File: src/rtl/remote_cmd_seq.sv
// remote_cmd_seq: host-side command sequencer placed in front of RemoteComm.
// Holds 16-bit tour commands in a FIFO. Commands are issued one at a time:
// pulse snd_cmd, wait for cmd_sent, then wait for the 8-bit response.
// Each response is counted as an ACK or a NAK. Both wait phases time out,
// and err is a sticky error flag.
//
// Optional build macro: REMOTE_CMD_SEQ_RETRY_EN. When defined, a NAK or
// timeout resends the same cmd up to MAX_RETRY times before it is counted.
//
// Ports:
//   clk, rst            clock (rising edge), async active-high reset
//   push, push_cmd      enqueue a command (dropped and err set when full)
//   full, empty         FIFO status
//   snd_cmd, cmd        one-cycle send strobe and held command to RemoteComm
//   cmd_sent            RemoteComm finished transmitting both bytes
//   resp_rdy, resp      response strobe and byte
//   busy                sequencer is handling a command
//   ack_cnt, nak_cnt    saturating response counters (nak includes timeouts)
//   err                 sticky overflow/timeout flag
//   clr_err             synchronous clear of err and both counters
module remote_cmd_seq #(
  parameter int unsigned DEPTH     = 8,
  parameter logic [19:0] TIMEOUT   = 20'hFFFFF,
  parameter logic [7:0]  ACK_VAL   = 8'hA5,
  parameter int unsigned MAX_RETRY = 2
) (
  input  logic        clk,
  input  logic        rst,
  input  logic        push,
  input  logic [15:0] push_cmd,
  output logic        full,
  output logic        empty,
  output logic        snd_cmd,
  output logic [15:0] cmd,
  input  logic        cmd_sent,
  input  logic        resp_rdy,
  input  logic [7:0]  resp,
  output logic        busy,
  output logic [7:0]  ack_cnt,
  output logic [7:0]  nak_cnt,
  output logic        err,
  input  logic        clr_err
);

  localparam int unsigned AW = $clog2(DEPTH);
  localparam logic [AW:0] FULL_CNT = DEPTH[AW:0];

  if (DEPTH < 2 || (DEPTH & (DEPTH - 1)) != 0 || MAX_RETRY > 255) begin : g_param_check
    $error("remote_cmd_seq: DEPTH must be a power of 2 >= 2, MAX_RETRY <= 255");
  end

  typedef enum logic [1:0] {IDLE, SEND, WAIT_SENT, WAIT_RESP} state_t;

  state_t        state, state_nxt;
  logic [15:0]   mem [DEPTH];
  logic [AW-1:0] wr_ptr, rd_ptr;
  logic [AW:0]   count;
  logic [19:0]   timer;
  logic          do_push, overflow, load;
  logic          tmr_clr, tmr_inc, tmr_exp;
  logic          ack_inc, nak_inc, err_set, fail, timed_out;

  assign full     = (count == FULL_CNT);
  assign empty    = (count == '0);
  // Push acceptance is judged on the registered count, so a same-cycle pop
  // never makes room for a push into a full FIFO.
  assign do_push  = push && !full;
  assign overflow = push && full;
  assign snd_cmd  = (state == SEND);
  assign busy     = (state != IDLE);
  assign tmr_exp  = (timer == TIMEOUT - 20'd1);

  always_ff @(posedge clk) begin
    if (do_push) mem[wr_ptr] <= push_cmd;
  end

  always_ff @(posedge clk or posedge rst) begin
    if (rst) begin
      wr_ptr <= '0;
      rd_ptr <= '0;
      count  <= '0;
    end else begin
      if (do_push) wr_ptr <= wr_ptr + 1'b1;
      if (load)    rd_ptr <= rd_ptr + 1'b1;
      case ({do_push, load})
        2'b10:   count <= count + 1'b1;
        2'b01:   count <= count - 1'b1;
        default: ;
      endcase
    end
  end

`ifdef REMOTE_CMD_SEQ_RETRY_EN
  logic [7:0] attempt;
  logic       retry;

  always_ff @(posedge clk or posedge rst) begin
    if (rst)        attempt <= '0;
    else if (load)  attempt <= '0;
    else if (retry) attempt <= attempt + 1'b1;
  end
`endif

  always_comb begin
    state_nxt = state;
    load      = 1'b0;
    tmr_clr   = 1'b0;
    tmr_inc   = 1'b0;
    ack_inc   = 1'b0;
    nak_inc   = 1'b0;
    fail      = 1'b0;
    timed_out = 1'b0;
`ifdef REMOTE_CMD_SEQ_RETRY_EN
    retry     = 1'b0;
`endif
    case (state)
      IDLE: begin
        if (!empty) begin
          load      = 1'b1;
          state_nxt = SEND;
        end
      end
      SEND: begin
        tmr_clr   = 1'b1;
        state_nxt = WAIT_SENT;
      end
      WAIT_SENT: begin
        // cmd_sent wins over a same-cycle resp_rdy, which is ignored here.
        if (cmd_sent) begin
          tmr_clr   = 1'b1;
          state_nxt = WAIT_RESP;
        end else if (tmr_exp) begin
          fail      = 1'b1;
          timed_out = 1'b1;
        end else begin
          tmr_inc = 1'b1;
        end
      end
      WAIT_RESP: begin
        if (resp_rdy) begin
          if (resp == ACK_VAL) begin
            ack_inc   = 1'b1;
            state_nxt = IDLE;
          end else begin
            fail = 1'b1;
          end
        end else if (tmr_exp) begin
          fail      = 1'b1;
          timed_out = 1'b1;
        end else begin
          tmr_inc = 1'b1;
        end
      end
      default: state_nxt = IDLE;
    endcase

    if (fail) begin
`ifdef REMOTE_CMD_SEQ_RETRY_EN
      if (attempt < MAX_RETRY[7:0]) begin
        retry     = 1'b1;
        state_nxt = SEND;
      end else begin
        nak_inc   = 1'b1;
        state_nxt = IDLE;
      end
`else
      nak_inc   = 1'b1;
      state_nxt = IDLE;
`endif
    end
    err_set = overflow || (nak_inc && timed_out);
  end

  always_ff @(posedge clk or posedge rst) begin
    if (rst) begin
      state   <= IDLE;
      cmd     <= '0;
      timer   <= '0;
      ack_cnt <= '0;
      nak_cnt <= '0;
      err     <= 1'b0;
    end else begin
      state <= state_nxt;
      if (load) cmd <= mem[rd_ptr];
      if (tmr_clr)      timer <= '0;
      else if (tmr_inc) timer <= timer + 1'b1;
      if (clr_err) begin
        ack_cnt <= '0;
        nak_cnt <= '0;
        err     <= 1'b0;
      end else begin
        if (ack_inc && ack_cnt != '1) ack_cnt <= ack_cnt + 1'b1;
        if (nak_inc && nak_cnt != '1) nak_cnt <= nak_cnt + 1'b1;
        if (err_set) err <= 1'b1;
      end
    end
  end

endmodule

File: config.mk
export PLATFORM = sky130hd
export DESIGN_NAME = remote_cmd_seq
export DESIGN_NICKNAME = d
export VERILOG_FILES = /design/src/rtl/remote_cmd_seq.sv
export SDC_FILE = /design/constraint.sdc
export NUM_CORES = 1
export LEC_CHECK = 0
export CELL_PAD_IN_SITES_DETAIL_PLACEMENT = 1
export CELL_PAD_IN_SITES_GLOBAL_PLACEMENT = 2
export CORE_ASPECT_RATIO = 0.75
export CORE_MARGIN = 3
export CORE_UTILIZATION = 26
export DETAILED_ROUTE_END_ITERATION = 8
export GPL_TIMING_DRIVEN = 0
export HOLD_SLACK_MARGIN = 0.15
export PLACE_DENSITY = 0.59
export SYNTH_ARGS = -nofsm -noshare
export SYNTH_HDL_FRONTEND = slang
export SYNTH_SLANG_ARGS = --single-unit
File: constraint.sdc
create_clock -name clk -period 6.5 [get_ports clk]
set_input_delay 1.3 -clock clk [delete_from_list [all_inputs] [get_ports clk]]
set_output_delay 1.3 -clock clk [all_outputs]
set_load 0.005 [all_outputs]
* Word-level counts from Yosys, hierarchy flattened
Memory sizes are Yosys's and may differ from the RTL's. A register that Yosys moved wholly into a read port is not among the register bits.
Cells that the tools add are included.
** Operators by class
- $add $sub $neg :: 7
- Eq/ne operators :: 14
- Multiplexer cells :: 36
- Reduce and logical (&&, ||, !) cells :: 16
** Operators with widths (number)
- $mux W20 :: 2
- $mux W8 :: 4
- $add A20 B1 Y20 const B :: 1
- $eq A20 B20 Y1 const B :: 1
- $mux W1 :: 19
- $add A8 B1 Y8 const B :: 2
- $ne A8 B8 Y1 const B :: 2
- $ne A3 B3 Y1 const B :: 4
- $reduce_bool A2 Y1 :: 6
- $mux W2 :: 5
- $eq A8 B8 Y1 const B :: 1
- $pmux W1 S2 :: 4
- $pmux W2 S4 :: 1
- $pmux W4 S2 :: 1
- $add A3 B1 Y3 const B :: 2
- $eq A2 B2 Y1 const B :: 3
- $logic_and A1 B1 Y1 :: 5
- $add A4 B1 Y4 const B :: 1
- $eq A2 B1 Y1 const B :: 2
- $eq A4 B4 Y1 const B :: 1
- $logic_not A4 Y1 :: 1
- $reduce_and A4 Y1 :: 1
- $sub A4 B1 Y4 const B :: 1
- $logic_not A2 Y1 :: 1
- other kinds (2) :: 2
** Word-level totals
- Bits in registers :: 49
- Memory bits (writable) :: 128
- Input bits :: 30
- Word-level logic and storage cells :: 82
- Memories :: 1
** Memory list
- mem :: words 8, width 16, read ports 1, clocked after Yosys merged registers in 1, write ports 1, line 55 : logic [15:0] mem [DEPTH];

* Longest topological paths before layout
Gate-level depths: netlist (run 1).
- Depth after elaboration :: 9
- Depth in mapped cells :: 12
- Gate-level depth less buffers :: 11

* Worst setup path before layout (run 1)
Ideal clock, no wire load.
- Kind :: input port to flip-flop
- Start point :: input port push
- End point :: memory mem[0][0] (enable)
- Data arrival time :: 3336 ps
- Data required time :: 6070 ps
- Setup slack :: 2734 ps
- Cell stages on the path :: 3
- Path buffers :: 0
- Cells stage by stage :: nor2b_1 -> clkinv_1 -> nor4_1
** On the way
- Cells in the longest elaborated chain, start to end :: 3
** Ends and longest elaborated chain
- start, declared :: line 29 : input logic push,
- $logic_and A1 B1 Y1 :: line 67 : assign do_push = push && !full;
- $mux W1 :: line 74 : if (do_push) mem[wr_ptr] <= push_cmd;
- $mux W1 (not written as such) :: line 74
- end, declared :: line 55
Every way passes these cells.

* Worst setup path in the final report (run 1)
- Start point :: register count[0]
- End point :: output port full
** On the way
- Cells in the longest elaborated chain, start to end :: 1
** Ends and longest elaborated chain
- start, declared :: line 57 : logic [AW:0] count;
- start signal, assigned :: line 86 : 2'b10: count <= count + 1'b1;
- start signal, assigned :: line 87 : 2'b01: count <= count - 1'b1;
- $eq A4 B4 Y1 :: line 63 : assign full = (count == FULL_CNT);
- end, declared :: line 31 : output logic full,
Every way passes these cells.

==> impl_metrics.ini, run 1 <==
[sta]
timing.final.ws_setup_ns = 2.98
fin_skew_ns = 0.0111
max_freq_mhz = 284
finalSetupViolCount = 0
finalHoldViolCount = 0
tightest_slew_ns = 0.959
finalMaxSlewViolations = 0
fin_setup_tns_ns = 0
period_needed_ns = 3.52
grt_setup_unrepaired = no
finalCritPeriodShare = 0.541
slew_headroom = 0.356

[floorplan]
die_area_sq_um = 33900
num_io_pins = 67
chipWidth_um = 212
die_y_um = 160
num_rows = 55
core-area_sq_um = 30700
start_util = 0.268

[worst_setup_path]
cp.arrival_ns = 2.22
crit_path_max_incr_delay_ns = 0.70
cp.required_ns = 5.20
path_cells = nor4b_1 > clkdlybuf4s50_1
cp_max_fo = 5
startpoint_type = register
rr_worst_depth = 11
endpoint_kind = primary output
r2r_slack_ns = 3.48
cp_slowest_cell = nor4b_1
rr_startpoint = count[0]$_DFFE_PP0P_
timing_worst_setup_path_type = register to primary output
r2r-end = count[3]$_DFFE_PP0P_

[synth]
synth_seq_cells = 193
synth.avg_cell_area_sq_um = 15.2
netlist_instances = 543
synth.net_count = 587
syn_area_sq_um = 8240
ys_async_sr_fraction = 0.337
yosysWarnings = 0
yosys.cell_types.count = 54
synth-edff-count = 128
synthFlopType = edfxtp_1
ys_seq_area_frac = 0.664

[drt]
drtAntennaViolNets = 0
drc = 0
wl_per_cell_um = 19.0
wirelength_um = 20000
via_per_inst = 4.58
drt_first_iter_violations = 335
vias = 4819
firstDrtPassIters = 4

[global_route]
grt.met1_usage = 0.173
grt_max_degree = 61
use_met2 = 0.198
antenna_found_initial = 0
grt_pass1_vias = 5285
grt_pass1_wl_um = 31900
grt_usage = 0.123
gr-max-usage-layer = met2
grt_use_met3 = 0.0242
overflow = 0

[cts]
clock_sinks = 193
cts_buffers = 17
cts_tree = done
postCtsHoldBufs = 0
post_cts_resized = 0
clk_pin_slew_ns = 0.08
htree_levels = 4
cts_max_path_buffers = 2
clk_latency_ns = 0.44
post_cts_buffers = 0
cts_root_buffer = clkbuf_16

[min_path]
hp-class = register to register
min-delay-start = cmd[1]$_DFFE_PP0P_
min_path_cells = 2
hold_end = cmd[1]$_DFFE_PP0P_

[power_and_ir_drop]
vdd_drop_max_v = 0.000221
finalPower_mw = 3.98
p_per_area_nw_per_um2 = 390
p_leak_nw = 3.57

[layout]
drive_gt1_frac = 0.157
syn2layout_area_growth_pct = 23.7
mostFrequentLayoutCell = edfxtp_1
layout_common_cells = edfxtp_1 (128), clkdlybuf4s50_1 (66), dfrtp_1 (65)
antenna_cells = 0
layout.nets = 685

[place]
place.gp.congestion = 0.788
dpl.hpwl_um = 14200
io_buffers = 66
pre_cts_ws_ns = 2.53

[outcome]
status = completed

[job]
cap_violations = 0
## layer usage
layer	routed length [um]	part of all wire	vias to the layer above
met5	0	0	-
li1	-	-	2251
met2	9660	0.48	85
met3	906	0.045	10
met4	154	0.0077	0
met1	9240	0.46	2473
## critical path: cells and delay by family, from the launching register on
family,cells,cell delay (ns)
DFF,1,0.44
and+or+nand+nor,1,0.70
buffers and inverters,1,0.64
## metrics by stage
stage	util	cell area (sq um)	cells	hold slack, ns
after CTS	0.332	10200	1053	0.493
after floorplan	-	8240	543	0.456
final	0.332	10200	1053	0.486
after global routing	0.332	10200	1053	0.513
after detailed placement	0.313	9610	1021	0.475
after global placement	0.306	9400	1008	0.470
## worst max path at each step
stage,startpoint,endpoint,slack [ns],depth (start not counted)
floorplan,push,mem[0][0]$_DFFE_PP_,2.73,3
global placement,push,mem[0][15]$_DFFE_PP_,0.18,4
finish,count[0]$_DFFE_PP0P_,full,2.98,2
global route,push,count[3]$_DFFE_PP0P_,2.81,10
CTS,count[0]$_DFFE_PP0P_,full,2.91,2
detailed placement,push,count[3]$_DFFE_PP0P_,2.53,10
## cells by family after synthesis
| logic type | share of synthesized area |
|---|---|
| adder cells (fa/ha/maj) | 0.0222 |
| AO/OA/AOI/OAI | 0.0386 |
| flip-flops | 0.664 |
| multiplexers | 0.115 |
| XOR/XNOR | 0.0351 |
| AND/OR/NAND/NOR | 0.106 |
| buffers and inverters | 0.0190 |
## flip-flops by register name, indices dropped and copies added (netlist names)
register	cells
mem	128
timer	20
cmd	16
ack_cnt	8
nak_cnt	8
count	4
rd_ptr	3
wr_ptr	3
state	2
err	1
## power breakdown
part | total (mW) | switching [mW] | leakage (nW) | internal [mW]
Combinational | 1.27 | 0.692 | 1.28 | 0.581
Sequential | 1.66 | 0.120 | 2.01 | 1.54
Clock | 1.05 | 0.528 | 0.286 | 0.518
## area by class of cell
type | instances | area, sq um
fillers | 3175 | 20500
flip-flops and latches | 193 | 5470
multi-input cells | 312 | 2640
repair buffers | 79 | 835
well taps | 399 | 499
clock buffers | 17 | 425
clock inverters | 15 | 160
plain buffers | 22 | 96.3
inverters | 16 | 62.6
## cells in the mapped netlist, drive strengths merged (13+ instances only)
master,instances,area share
o21ai,19,0.012
mux4,32,0.088
nand2,40,0.018
mux2i,19,0.023
nor2,42,0.019
inv,15,0.0068
dfrtp,65,0.20
ha,13,0.020
nor3,13,0.0079
edfxtp,128,0.47
clkbuf,15,0.0068
xnor2,30,0.032
Note: power is estimated with default switching activity, not from simulation.
==> run 2, diff against run 1 <==
Settings changed: PLACE_DENSITY 0.59 to 0.61.
Clock period 6.5 ns to 2.9 ns, I/O delays scaled along.
==> impl_metrics.ini, run 2 (same netlist as run 1, synthesis figures left out) <==
[outcome]
status = completed

[job]
cap_violations = 0

[worst_setup_path]
timing_worst_setup_path_type = register to register
cp-startpoint = count[0]$_DFFE_PP0P_
cp.required_ns = 3.23
rr_startpoint = count[0]$_DFFE_PP0P_
cp_max_fo = 7
cp.arrival_ns = 2.99
startpoint_type = register
endpoint_kind = register

[drt]
vias = 4822
drtAntennaViolNets = 0
via_per_inst = 4.58
firstDrtPassIters = 4
drt_first_iter_violations = 300
drc = 0
wirelength_um = 19900
wl_per_cell_um = 19.0

[power_and_ir_drop]
finalPower_mw = 9.00
swShare = 0.322
combPwrFrac = 0.320
internal_power_mw = 6.11
vdd_drop_max_v = 0.000418
power.switching_mw = 2.90
p_per_area_nw_per_um2 = 878
sequentialPowerShare = 0.415
p_clk_frac = 0.265
p_leak_nw = 3.59

[layout]
largest_reg_flops = 128
reg_top3 = mem x128, timer x20, cmd x16
regMostFlops = mem
mostFrequentLayoutCell = edfxtp_1
drive_gt1_frac = 0.159
layout.nets = 684
final_cells = 1052
antenna_cells = 0
layout_common_cells = edfxtp_1 (128), clkdlybuf4s50_1 (66), dfrtp_1 (65)
syn2layout_area_growth_pct = 24.6

[floorplan]
chipWidth_um = 212
start_util = 0.268
num_rows = 55
die_area_sq_um = 33900
num_io_pins = 67
die_y_um = 160
core-area_sq_um = 30700

[cts]
cts_root_buffer = clkbuf_16
clock_sinks = 193
cts_buffers = 17
post_cts_buffers = 0
htree_levels = 4
cts_tree = done
cts_max_path_buffers = 2
postCtsHoldBufs = 0
clk_latency_ns = 0.44
clk_pin_slew_ns = 0.08

[sta]
fin_setup_tns_ns = 0
grt_setup_unrepaired = no
finalCritPeriodShare = 0.918
tightest_slew_ns = 0.897
slew_headroom = 0.397
finalMaxSlewViolations = 0
finalHoldViolCount = 0
finalSetupViolCount = 0
period_needed_ns = 2.66
fin_skew_ns = 0.0188
timing.final.ws_setup_ns = 0.238
max_freq_mhz = 376

[global_route]
antenna_found_initial = 0
grt_pass1_wl_um = 31300
grt_usage = 0.122
grt_max_degree = 54
overflow = 0
grt_pass1_vias = 5197

[place]
place.gp.congestion = 0.751
dpl.hpwl_um = 14300
io_buffers = 66
pre_cts_ws_ns = -0.437
post-place-cells = 1021

[min_path]
hp-class = input pin to async pin
[run 2: power groups by stage]
stage	sequential [mW]	combinational (mW)	clock, mW
floorplan	3.71	1.78	0
global placement	3.75	2.73	0
detailed placement	3.79	2.95	0
CTS	3.74	2.95	2.45
global route	3.80	3.22	2.59
finish	3.74	2.88	2.38
[run 2: worst max-delay path: stages (launching register included)]
cell and delay [ns]:
dfrtp_1 0.47, nor4b_2 0.47, nor2b_1 0.19, inv_2 0.21, ha_1 0.24, ha_1 0.24, a21o_1 0.18, a21oi_1 0.19
xnor2_1 0.15, nor2_1 0.07, xor2_1 0.14
[run 2: through the flow]
step | instance area, sq um | hold WS (ns) | util
after floorplan | 8240 | 0.456 | -
after global placement | 9400 | 0.470 | 0.306
after detailed placement | 9650 | 0.479 | 0.314
after CTS | 10200 | 0.415 | 0.334
after global routing | 10300 | 0.417 | 0.334
final | 10300 | 0.420 | 0.334
[run 2: area by class of cell]
type,count,area (sq um)
inverter,16,62.6
buffer,21,92.6
fill,3182,20400
timing repair buffer,79,871
clock buffer,21,460
sequential,193,5470
tap,399,499
clock inverter,11,128
multi-input combinational,312,2680
[run 2: routing by layer]
metal | vias to the layer above | track usage | wire length [um]
met4 | 0 | 0.0322 | 182
li1 | 2250 | - | -
met3 | 12 | 0.0255 | 633
met2 | 64 | 0.187 | 9220
met5 | - | 0 | 0
met1 | 2496 | 0.177 | 9910
[run 2: path summary, 6_finish.rpt]
path                       cells after the start                     to  slack [ns]
max reg2reg                                   10   count[3]$_DFFE_PP0P_        0.24
min                                            2     cmd[9]$_DFFE_PP0P_        0.42
min reg2reg                                    2     cmd[1]$_DFFE_PP0P_        0.48
min in group clk                               2     cmd[1]$_DFFE_PP0P_        0.48
max in group asynchronous                      3  rd_ptr[0]$_DFFE_PP0P_        1.92
max                                           10   count[3]$_DFFE_PP0P_        0.24
[run 2: timing repair]
item	CTS	global route
endpoints found under the hold margin	0	0
setup endpoints to repair	1	1
gates resized for setup	3	2
==> run 3, diff against run 2 <==
Settings changed: TNS_END_PERCENT from default to 1.
==> results of run 3 <==
Same layout as run 2: the final DEF is identical, and so are final timing and power.
